<file path="config.mk">
export PLATFORM = sky130hd
export DESIGN_NAME = multiplicador_4b_seq_flat
export DESIGN_NICKNAME = d
export VERILOG_FILES = /design/src/rtl/multiplicador_4b_seq_if.sv /design/src/rtl/multiplicador_4b_seq.sv /design/src/flat_wrapper.sv
export SDC_FILE = /design/constraint.sdc
export NUM_CORES = 1
export LEC_CHECK = 0
export ABC_CLOCK_PERIOD_IN_PS = 1750
export BUFFER_PORTS_ARGS = -buffer_cell sky130_fd_sc_hd__buf_4
export CAP_MARGIN = 20
export CORE_UTILIZATION = 53
export CTS_CLUSTER_DIAMETER = 80
export CTS_CLUSTER_SIZE = 20
export DETAILED_ROUTE_END_ITERATION = 6
export GPL_TIMING_DRIVEN = 0
export PLACE_DENSITY = 0.83
export SYNTH_ARGS = -nofsm -noshare
export SYNTH_HDL_FRONTEND = slang
export SYNTH_SLANG_ARGS = --single-unit
export TNS_END_PERCENT = 100
</file>
<file path="constraint.sdc">
create_clock -name clk -period 1.75 [get_ports clk]
set_input_delay 0.2625 -clock clk [delete_from_list [all_inputs] [get_ports clk]]
set_output_delay 0.2625 -clock clk [all_outputs]
set_load 0.005 [all_outputs]
</file>
<file path="src/rtl/multiplicador_4b_seq_if.sv">
// Operand/result bundle for multiplicador_4b_seq: start strobe with operands in,
// busy/done/product out, plus the FSM state for observation.
interface multiplicador_4b_seq_if;
  // Handshake: start is a one-cycle strobe that is honoured only when the unit
  // is idle or in its done cycle; A and B are captured on that same edge.
  // done is a one-cycle pulse marking P valid; P then holds until the next
  // accepted start. busy is high for the whole iteration and starts are
  // ignored while it is set. No output depends combinationally on start/A/B.
  logic       start;
  logic [3:0] A;
  logic [3:0] B;
  logic       busy;
  logic       done;
  logic [7:0] P;
  logic [1:0] state;

  modport master (
    output start, A, B,
    input  busy, done, P, state
  );

  modport slave (
    input  start, A, B,
    output busy, done, P, state
  );
endinterface

</file>
<file path="src/rtl/multiplicador_4b_seq.sv">
// Sequential shift-and-add 4x4 unsigned multiplier built around one sumador_4b.
// Optional macro MULT_ZERO_SKIP_EN: a zero operand finishes in one cycle.

module sumador_4b (
  input  logic [3:0] a,
  input  logic [3:0] b,
  input  logic       cin,
  output logic [3:0] s,
  output logic       c
);
  assign {c, s} = {1'b0, a} + {1'b0, b} + {4'b0000, cin};
endmodule

module multiplicador_4b_seq (
  input  logic              clk,
  input  logic              rst_n,
  multiplicador_4b_seq_if.slave bus
);
  typedef enum logic [1:0] {
    IDLE = 2'd0,
    RUN  = 2'd1,
    DONE = 2'd2
  } state_t;

  state_t     state;
  state_t     state_next;
  logic [3:0] m;
  logic [3:0] q;
  logic [3:0] hi;
  logic [1:0] cnt;
  logic [7:0] p;
  logic [3:0] sum;
  logic       carry;
  logic [7:0] shifted;
  logic       accept;
  logic       skip;

  sumador_4b u_add (
    .a   (hi),
    .b   (m),
    .cin (1'b0),
    .s   (sum),
    .c   (carry)
  );

  assign accept = bus.start && ((state == IDLE) || (state == DONE));

`ifdef MULT_ZERO_SKIP_EN
  assign skip = accept && ((bus.A == 4'd0) || (bus.B == 4'd0));
`else
  assign skip = 1'b0;
`endif

  // The adder carry becomes the top bit of the new Hi; losing it breaks 15*15.
  always_comb begin
    shifted = {1'b0, hi, q[3:1]};
    if (q[0]) shifted = {carry, sum, q[3:1]};
  end

  always_comb begin
    state_next = state;
    case (state)
      IDLE: begin
        if (accept) state_next = skip ? DONE : RUN;
      end
      RUN: begin
        if (cnt == 2'd3) state_next = DONE;
      end
      DONE: begin
        if (accept) state_next = skip ? DONE : RUN;
        else        state_next = IDLE;
      end
      default: state_next = IDLE;
    endcase
  end

  always_ff @(posedge clk or negedge rst_n) begin
    if (!rst_n) state <= IDLE;
    else        state <= state_next;
  end

  always_ff @(posedge clk or negedge rst_n) begin
    if (!rst_n) begin
      m   <= 4'd0;
      q   <= 4'd0;
      hi  <= 4'd0;
      cnt <= 2'd0;
      p   <= 8'h00;
    end else if (accept) begin
      m   <= bus.A;
      q   <= bus.B;
      hi  <= 4'd0;
      cnt <= 2'd0;
      if (skip) p <= 8'h00;
    end else if (state == RUN) begin
      {hi, q} <= shifted;
      cnt     <= cnt + 2'd1;
      if (cnt == 2'd3) p <= shifted;
    end
  end

  assign bus.busy  = (state == RUN);
  assign bus.done  = (state == DONE);
  assign bus.P     = p;
  assign bus.state = state;
endmodule

</file>
<file path="src/flat_wrapper.sv">
// flat-port wrapper written by rule: the top's interface ports become plain ports
module multiplicador_4b_seq_flat 
  (clk, rst_n, bus_start, bus_A, bus_B, bus_busy, bus_done, bus_P, bus_state);
  multiplicador_4b_seq_if bus_i ();
  input  logic clk;
  input  logic rst_n;
  input wire logic [$bits(bus_i.start)-1:0] bus_start;
  input wire logic [$bits(bus_i.A)-1:0] bus_A;
  input wire logic [$bits(bus_i.B)-1:0] bus_B;
  output wire logic [$bits(bus_i.busy)-1:0] bus_busy;
  output wire logic [$bits(bus_i.done)-1:0] bus_done;
  output wire logic [$bits(bus_i.P)-1:0] bus_P;
  output wire logic [$bits(bus_i.state)-1:0] bus_state;
  assign bus_i.start = bus_start;
  assign bus_i.A = bus_A;
  assign bus_i.B = bus_B;
  assign bus_busy = bus_i.busy;
  assign bus_done = bus_i.done;
  assign bus_P = bus_i.P;
  assign bus_state = bus_i.state;
  multiplicador_4b_seq u_core (.clk(clk), .rst_n(rst_n), .bus(bus_i));
endmodule
</file>
Word-level counts from Yosys, hierarchy flattened. Index checks and enable logic that the tools add are counted.

Bits in registers: 24. Bits in latches: 0. Bits in writable memories: 0. Memory bits (read-only): 0. Input port bits: 11. Output and inout bits: 12. Word-level logic and storage cells: 31. Memories kept: 0.

Add/sub/neg operators: 2. Multipliers: 0. Div/mod/pow operators: 0. $lt $le $gt $ge: 0. Eq/ne operators: 5. Shift-type cells: 0. Multiplexer cells: 11. Bitwise gates (word level): 1. Reductions and logical operators: 6.

Operator list (count): 2-to-1 mux 4 bit (4); 2-to-1 mux 2 bit (4); 2-to-1 mux 8 bit (1); case mux 2 bit (3 select lines) (1); adder 4 x 4 -> 5 bit (1); == test 2 bit, second input constant (2); inequality test 2 x 1 -> 1 bit, second input constant (2); AND reduction 3 bit (1); adder 2 x 1 -> 2 bit, second input constant (1); == test 2 x 1 -> 1 bit, second input constant (1); zero test 2 bit (1); AND reduction 2 bit (1); nonzero test 2 bit (1); logical AND 1 bit (1); logical OR 1 bit (1); 2-to-1 mux 1 bit (1); inverter 1 bit (1).

Depth between registers and ports, before layout. Gate-level depths: netlist of run 1.

Depth in word-level cells: 5. Mapped depth: 6. Mapped depth without buffers: 6.

By module. Synthesis of run 1 repeated with hierarchy kept, for this count alone.

Cells, all modules: 106. Area, all modules: 1139.8 sq um.

By module, submodules not included: multiplicador_4b_seq (instances 1, cells each 90, area each 996.0 sq um, sequential area each 600.6 sq um); sumador_4b (instances 1, cells each 16, area each 143.9 sq um, sequential area each 0.0 sq um).

Worst setup path after synthesis of run 1. Ideal clock, no wire load.

Path type: register to register. Start point: register u_core.hi[2]. End point: register u_core.p[6] (netlist: u_core.bus.P[6]). Library setup time: 69 ps. Arrival: 1456 ps. Required time: 1681 ps. Slack: 225 ps. Cell stages (with the launch flop): 5. Buffers on the path: 0. Clock period less this slack: 1525 ps. Cell sequence: dfrtp_1 > ha_1 > and3_1 > or4_1 > nand3_1.

Word-level cells in the longest chain between the ends: 2.

Ends and longest elaborated chain: start, declared (RTL line multiplicador_4b_seq.sv:29) `logic [3:0] hi;`; start signal, assigned (RTL line multiplicador_4b_seq.sv:96) `{hi, q} <= shifted;`; adder 4 x 4 -> 5 bit (RTL line multiplicador_4b_seq.sv:11) `assign {c, s} = {1'b0, a} + {1'b0, b} + {4'b0000, cin};`; 2-to-1 mux 8 bit (RTL line multiplicador_4b_seq.sv:57) `if (q[0]) shifted = {carry, sum, q[3:1]};`; end signal, assigned (RTL line multiplicador_4b_seq.sv:98) `if (cnt == 2'd3) p <= shifted;`; end, declared (RTL line multiplicador_4b_seq.sv:31) `logic [7:0] p;`.

No other way between the ends. A chain may end at the register's enable or synchronous reset.

Worst setup path after layout of run 1.
Start point: register u_core.state[0] (netlist: u_core.bus.state[0]). End point: output port bus_done.

Word-level cells in the longest chain between the ends: 1.

Ends and longest elaborated chain: start, declared (RTL line multiplicador_4b_seq.sv:25) `state_t state;`; start signal, assigned (RTL line multiplicador_4b_seq.sv:79) `else state <= state_next;`; == test 2 bit (RTL line multiplicador_4b_seq.sv:103) `assign bus.done = (state == DONE);`; end, declared (RTL line flat_wrapper.sv:11) `output wire logic [$bits(bus_i.done)-1:0] bus_done;`.

No other way between the ends.

==> flow_metrics.tcl, run 1 <==
set metrics [dict create \
    cts.htree.levels 1 \
    hold_violations 0 \
    hold_class "input port to flop" \
    path_class "flop to primary output" \
    synth_top_area_cell "dfrtp_1" \
    fp.dieH_um 50 \
    cp.arrival_ns 1.39 \
    root_buffer "clkbuf_4" \
    final_nets 158 \
    cap_violations 0 \
    slew_headroom 0.7050 \
    yosysSeqAreaShare 0.4918 \
    period_minus_slack_ns 1.657 \
    vias 921 \
    antenna_cells 0 \
    cts_resized 0 \
    hpwl_mm 1.756 \
    setup_slack_ns 0.09266 \
    place_inst 163 \
    synth_cell_types 32 \
    clk_latency_ns 0.31 \
    dpl_cell_area_um2 1421 \
    die_w_um 50 \
    outcome "completed" \
    cts_tree "yes" \
    core_um2 2191 \
    antenna_found_initial 0 \
    syn_nets 130 \
    place.gp.congestion 0.8912 \
    via_per_inst 5.482 \
    startpoint_type "flop" \
    netlist_instances 113 \
    fin_tns_setup_ns 0 \
    place_ws_ns 0.1266 \
    firstDrtPassIters 4 \
    setup_viol 0 \
    reg2reg_slack_ns 0.10 \
    synth_area_um2 1221 \
    io_pins 23 \
    area_growth_pct 20.18 \
    synth-warning-count 0 \
    die_area_um2 2500 \
    cts_buffers 3 \
    tightest_slew_ns 0.4424 \
    p_per_area_nw_per_um2 1676 \
    timing.fmax_mhz 603.4 \
    avgRoutedWirePerCell_um 13.70 \
    antenna_left 0 \
    grt-ovfl-total 0 \
    grt_first_pass_wirelength_mm 4.146 \
    grt_max_degree 25 \
    p_leak_nw 0.7201 \
    drt_iter0_drc 20 \
    synth_top_area_share 0.4918 \
    grt_pass1_vias 922 \
    clk_pin_slew_worst_paths_ns 0.13 \
    wl_mm 2.302 \
    cp-end-kind "primary output" \
    timing.final.crit_share 0.9470 \
    design_area_um2 1468 \
    drive_above_1_share 0.2500 \
    clockBufferDepth 2 \
    drv_slew 0 \
    cts.sink_count 24 \
    cp.required_ns 1.49 \
    synth-seq-cells 24 \
    grtUsageTotal 0.2269 \
    port_buffers 22 \
    whs_ns 0.1281 \
    row_count 17 \
    stdcell_count 168 \
    initial_utilization 0.5574 \
    drc_errors 0 \
    synth_area_leaders "dfrtp_1 (49%), mux2i_1 (5.7%), ha_1 (5.1%), nand2_1 (4.9%), nor2b_1 (3.1%)" \
    post_cts_buffers 0 \
    finClkSkew_ns 0.004671 \
    vdd_drop_max_mv 0.9200 \
    rsz0062_at_grt "no" \
    cp_max_fo 10 \
    avgSynthCellArea_um2 10.81 \
]
-- routing by layer --
metal / GRT usage / wire length [µm] / vias to the layer above
li1: - / - / 455
met1: 0.2926 / 1006 / 439
met2: 0.3667 / 1145 / 23
met3: 0.04012 / 117 / 4
met4: 0.1048 / 33 / 0
met5: 0 / 0 / -
-- synthesized netlist by cell type --
| cell | number |
|---|---|
| nand2b_1 | 2 |
| a22o_1 | 3 |
| or4_1 | 2 |
| mux2i_1 | 7 |
| o211ai_1 | 1 |
| nor2b_1 | 6 |
| mux2_1 | 2 |
| a31oi_1 | 1 |
| nand2b_4 | 1 |
| mux2_2 | 3 |
| nand2_1 | 16 |
| a211oi_1 | 2 |
| o2bb2ai_1 | 2 |
| a21oi_1 | 3 |
| a22oi_1 | 1 |
| fa_1 | 1 |
| and3_1 | 1 |
| dfrtp_1 | 24 |
| xnor2_1 | 2 |
| ha_1 | 5 |
| buf_6 | 2 |
| inv_2 | 1 |
| nor2_1 | 3 |
| inv_1 | 4 |
| nand3b_1 | 1 |
| nand3_1 | 3 |
| a21o_1 | 1 |
| o2111ai_1 | 1 |
| nor4bb_1 | 1 |
| buf_2 | 2 |
| clkbuf_1 | 2 |
| o21ai_0 | 7 |
-- timing repair --
item,CTS,global route
endpoints found under the setup margin,0,0
endpoints found under the hold margin,24,0
hold buffers,1,0
-- cell type report --
type | instances | area, µm²
Inverter | 5 | 18.77
Multi-Input combinational cell | 78 | 561.8
Fill cell | 183 | 723.2
Buffer | 6 | 40.04
Tap cell | 28 | 35.03
Sequential cell | 24 | 600.6
Clock buffer | 4 | 36.28
Timing Repair Buffer | 23 | 175.2
-- critical path: stages (launching register included) --
cell	delay, ns
dfrtp_1	0.48
clkbuf_1	0.37
nor2b_1	0.09
buf_4	0.15
-- state kept, by name, summed over array words and instances, names as in the netlist --
name	count
u_core.bus.state	2
u_core.bus.P	8
u_core.m	4
u_core.hi	4
u_core.q	4
u_core.cnt	2
-- cells in the final DEF, fill, tap and decap left out, drive strengths merged, types with 2 or more instances in the layout --
| cell type | instances |
|---|---|
| o2bb2ai | 2 |
| xnor2 | 2 |
| a21oi | 3 |
| buf | 26 |
| nand2 | 16 |
| o21ai | 7 |
| mux2 | 5 |
| inv | 5 |
| ha | 5 |
| nor2b | 6 |
| clkbuf | 6 |
| mux2i | 7 |
| a211oi | 2 |
| a22o | 3 |
| nand3 | 3 |
| nand2b | 3 |
| nor2 | 3 |
| dfrtp | 24 |
| or4 | 2 |
-- logic make-up (layout without fill, tap and decap cells) --
family	count (synthesis)	count (layout)	share of synthesized area
compound gates	22	22	0.1199
xor+xnor	2	2	0.01435
fa+ha+maj	6	6	0.06762
buf+inv	11	38	0.04815
flops	24	24	0.4918
mux	12	12	0.1035
simple gates	36	36	0.1547
-- stage by stage --
step           utilization  total power, mW
2_1_floorplan            -            1.775
3_3_place_gp        0.6488            2.124
3_5_place_dp        0.6488            2.191
4_1_cts             0.6699            2.489
5_1_grt             0.6699            2.688
6_report            0.6699            2.460
-- power breakdown --
part	internal, mW	switching (mW)	leakage, nW
Sequential	0.799	0.171	0.297
Clock	0.127	0.161	0.0210
Combinational	0.611	0.592	0.402
Total	1.54	0.923	0.720
-- final timing paths --
| kind | startpoint | endpoint | cells past startpoint |
|---|---|---|---|
| setup / recovery | u_core.bus.state[0] | bus_done | 3 |
| hold / removal | bus_A[2] | u_core.m[2] | 3 |
| setup reg to reg | u_core.hi[2] | u_core.bus.P[6] | 4 |
| hold reg to reg | u_core.bus.P[3] | u_core.bus.P[3] | 2 |
| max in group asynchronous | rst_n | u_core.cnt[0] | 2 |
| min in group asynchronous | rst_n | u_core.m[1] | 2 |
Note: power is estimated with default switching activity, not from simulation.
==> run 2, diff against run 1 <==
- ABC_CLOCK_PERIOD_IN_PS: 1750 -> 1810
- CORE_MARGIN: unset -> 4
- clock period: 1.75 -> 1.81 ns (I/O delays scaled with it)
==> flow_metrics.tcl, run 2 (synthesis results as in run 1) <==
set metrics [dict create \
    outcome "completed" \
    path_cells "clkbuf_1 > nor2b_1 > buf_4" \
    combPwrFrac 0.471 \
    final_common_cell "dfrtp_1" \
    p_int_mw 1.592 \
    slew_headroom 0.6944 \
    avgRoutedWirePerCell_um 15.23 \
    p_switching_mw 0.9381 \
    critical_path_buf_inv_count 2 \
    row_count 17 \
    cp.required_ns 1.54 \
    wl_mm 2.558 \
    grt_max_degree 25 \
    vdd_drop_max_mv 0.9789 \
    vias 948 \
    antenna_found_initial 0 \
    hold_start "bus_A[2]" \
    grt-ovfl-total 0 \
    place.gp.congestion 0.8853 \
    grt_pass1_vias 1015 \
    setup_viol 0 \
    p_leak_nw 0.7271 \
    clk_latency_ns 0.32 \
    die_area_um2 3136 \
    port_buffers 22 \
    drv_slew 0 \
    crit_path_max_incr_delay_ns 0.50 \
    cts.sink_count 24 \
    cp_max_fo 10 \
    layout_common_cells "dfrtp_1 (24), buf_4 (22), nand2_1 (16), o21ai_0 (7), mux2i_1 (7)" \
    wl_met2_mm 1.337 \
    largest_reg_flops 8 \
    die_w_um 56 \
    cts.htree.levels 1 \
    post_cts_buffers 0 \
    clockBufferDepth 2 \
    firstDrtPassIters 4 \
    drt_iter0_drc 11 \
    hold_violations 0 \
    antenna_left 0 \
    rsz0062_at_grt "no" \
    startpoint_type "flop" \
    drc_errors 0 \
    initial_utilization 0.5520 \
    clk_pin_slew_worst_paths_ns 0.14 \
    power_frac_clock 0.155 \
    seq_power_share 0.373 \
    drive_above_1_share 0.2500 \
    cp.arrival_ns 1.39 \
    timing.fmax_mhz 600.2 \
    min_to "u_core.m[2]" \
    cts_resized 0 \
    crit-reg2reg-launch "u_core.hi[0]" \
    fin_tns_setup_ns 0 \
    root_buffer "clkbuf_4" \
    switching_share 0.3708 \
    grt_first_pass_wirelength_mm 4.623 \
    dpl_cell_area_um2 1421 \
    dr_wl_met3_um 111 \
    cap_violations 0 \
    path_class "flop to primary output" \
    grtUsageTotal 0.1837 \
    timing.final.crit_share 0.9205 \
    finClkSkew_ns 0.003599 \
    r2r_end "u_core.bus.P[7]" \
    final_nets 158 \
    crit_family "flip-flops" \
    top_layer "met4" \
    met1_length_mm 1.090 \
    p_per_area_nw_per_um2 1705 \
    cts_tree "yes" \
    hold_class "input port to flop" \
    hpwl_mm 1.943 \
    io_pins 23 \
    stdcell_count 168 \
    cp-end-kind "primary output" \
    slowest_stage "dfrtp_1" \
    core_um2 2212 \
    via_per_inst 5.643 \
    place_inst 163 \
    fp.dieH_um 56 \
    period_minus_slack_ns 1.666 \
    area_growth_pct 21.52 \
    worstHoldPathCells 3 \
    reg2reg_depth 6 \
    antenna_cells 0 \
    cts_buffers 3 \
    tightest_slew_ns 0.4584 \
    reg2reg_slack_ns 0.16 \
    design_area_um2 1484 \
]
-- run 2: how the worst max path moves through the flow --
stage	startpoint	endpoint	slack, ns	cells past startpoint
after global routing	u_core.hi[2]	u_core.bus.P[6]	0.06	4
final	u_core.bus.state[0]	bus_done	0.14	3
after CTS	u_core.bus.state[0]	bus_done	0.14	3
after detailed placement	u_core.hi[2]	u_core.hi[2]	0.20	4
after floorplan	u_core.hi[2]	u_core.bus.P[6]	0.28	4
after global placement	u_core.hi[2]	u_core.hi[2]	0.22	4
-- run 2: layout make-up --
class / instances / area, µm²
fillers: 180 / 728.2
well taps: 28 / 35.03
multi-input cells: 78 / 561.8
clock inverters: 1 / 30.03
repair buffers: 23 / 175.2
clock buffers: 3 / 22.52
flip-flops and latches: 24 / 600.6
inverters: 5 / 18.77
plain buffers: 6 / 40.04
-- run 2: timing repair --
item | 4_1_cts | 5_1_grt
endpoints found under the hold margin | 24 | 0
endpoints found under the setup margin | 0 | 0
hold buffers | 1 | 0
-- run 2: metal layers --
layer	vias to the layer above	GRT usage
li1	456	-
met1	463	0.2334
met2	25	0.3022
met3	4	0.03016
met4	0	0.08814
met5	-	0
-- run 2: power by group through the flow --
stage	logic, mW	clock network [mW]	registers [mW]
2_1_floorplan	0.793	0	0.923
3_3_place_gp	1.12	0	0.940
3_5_place_dp	1.20	0	0.956
4_1_cts	1.21	0.398	0.945
5_1_grt	1.34	0.420	0.983
6_report	1.19	0.393	0.945
-- run 2: stage by stage --
step	hold WS (ns)	power, mW	setup slack [ns]	utilization
2_1_floorplan	-0.02409	1.716	0.2849	-
3_3_place_gp	0.1806	2.061	0.2226	0.6425
3_5_place_dp	0.1850	2.151	0.2039	0.6425
4_1_cts	0.1281	2.549	0.1411	0.6708
5_1_grt	0.1304	2.745	0.06149	0.6708
6_report	0.1366	2.530	0.1440	0.6708
-- run 2: worst min-delay path, cell delays in order --
cell     delay, ns
buf_4         0.08
nand2_1       0.04
nand2_1       0.04
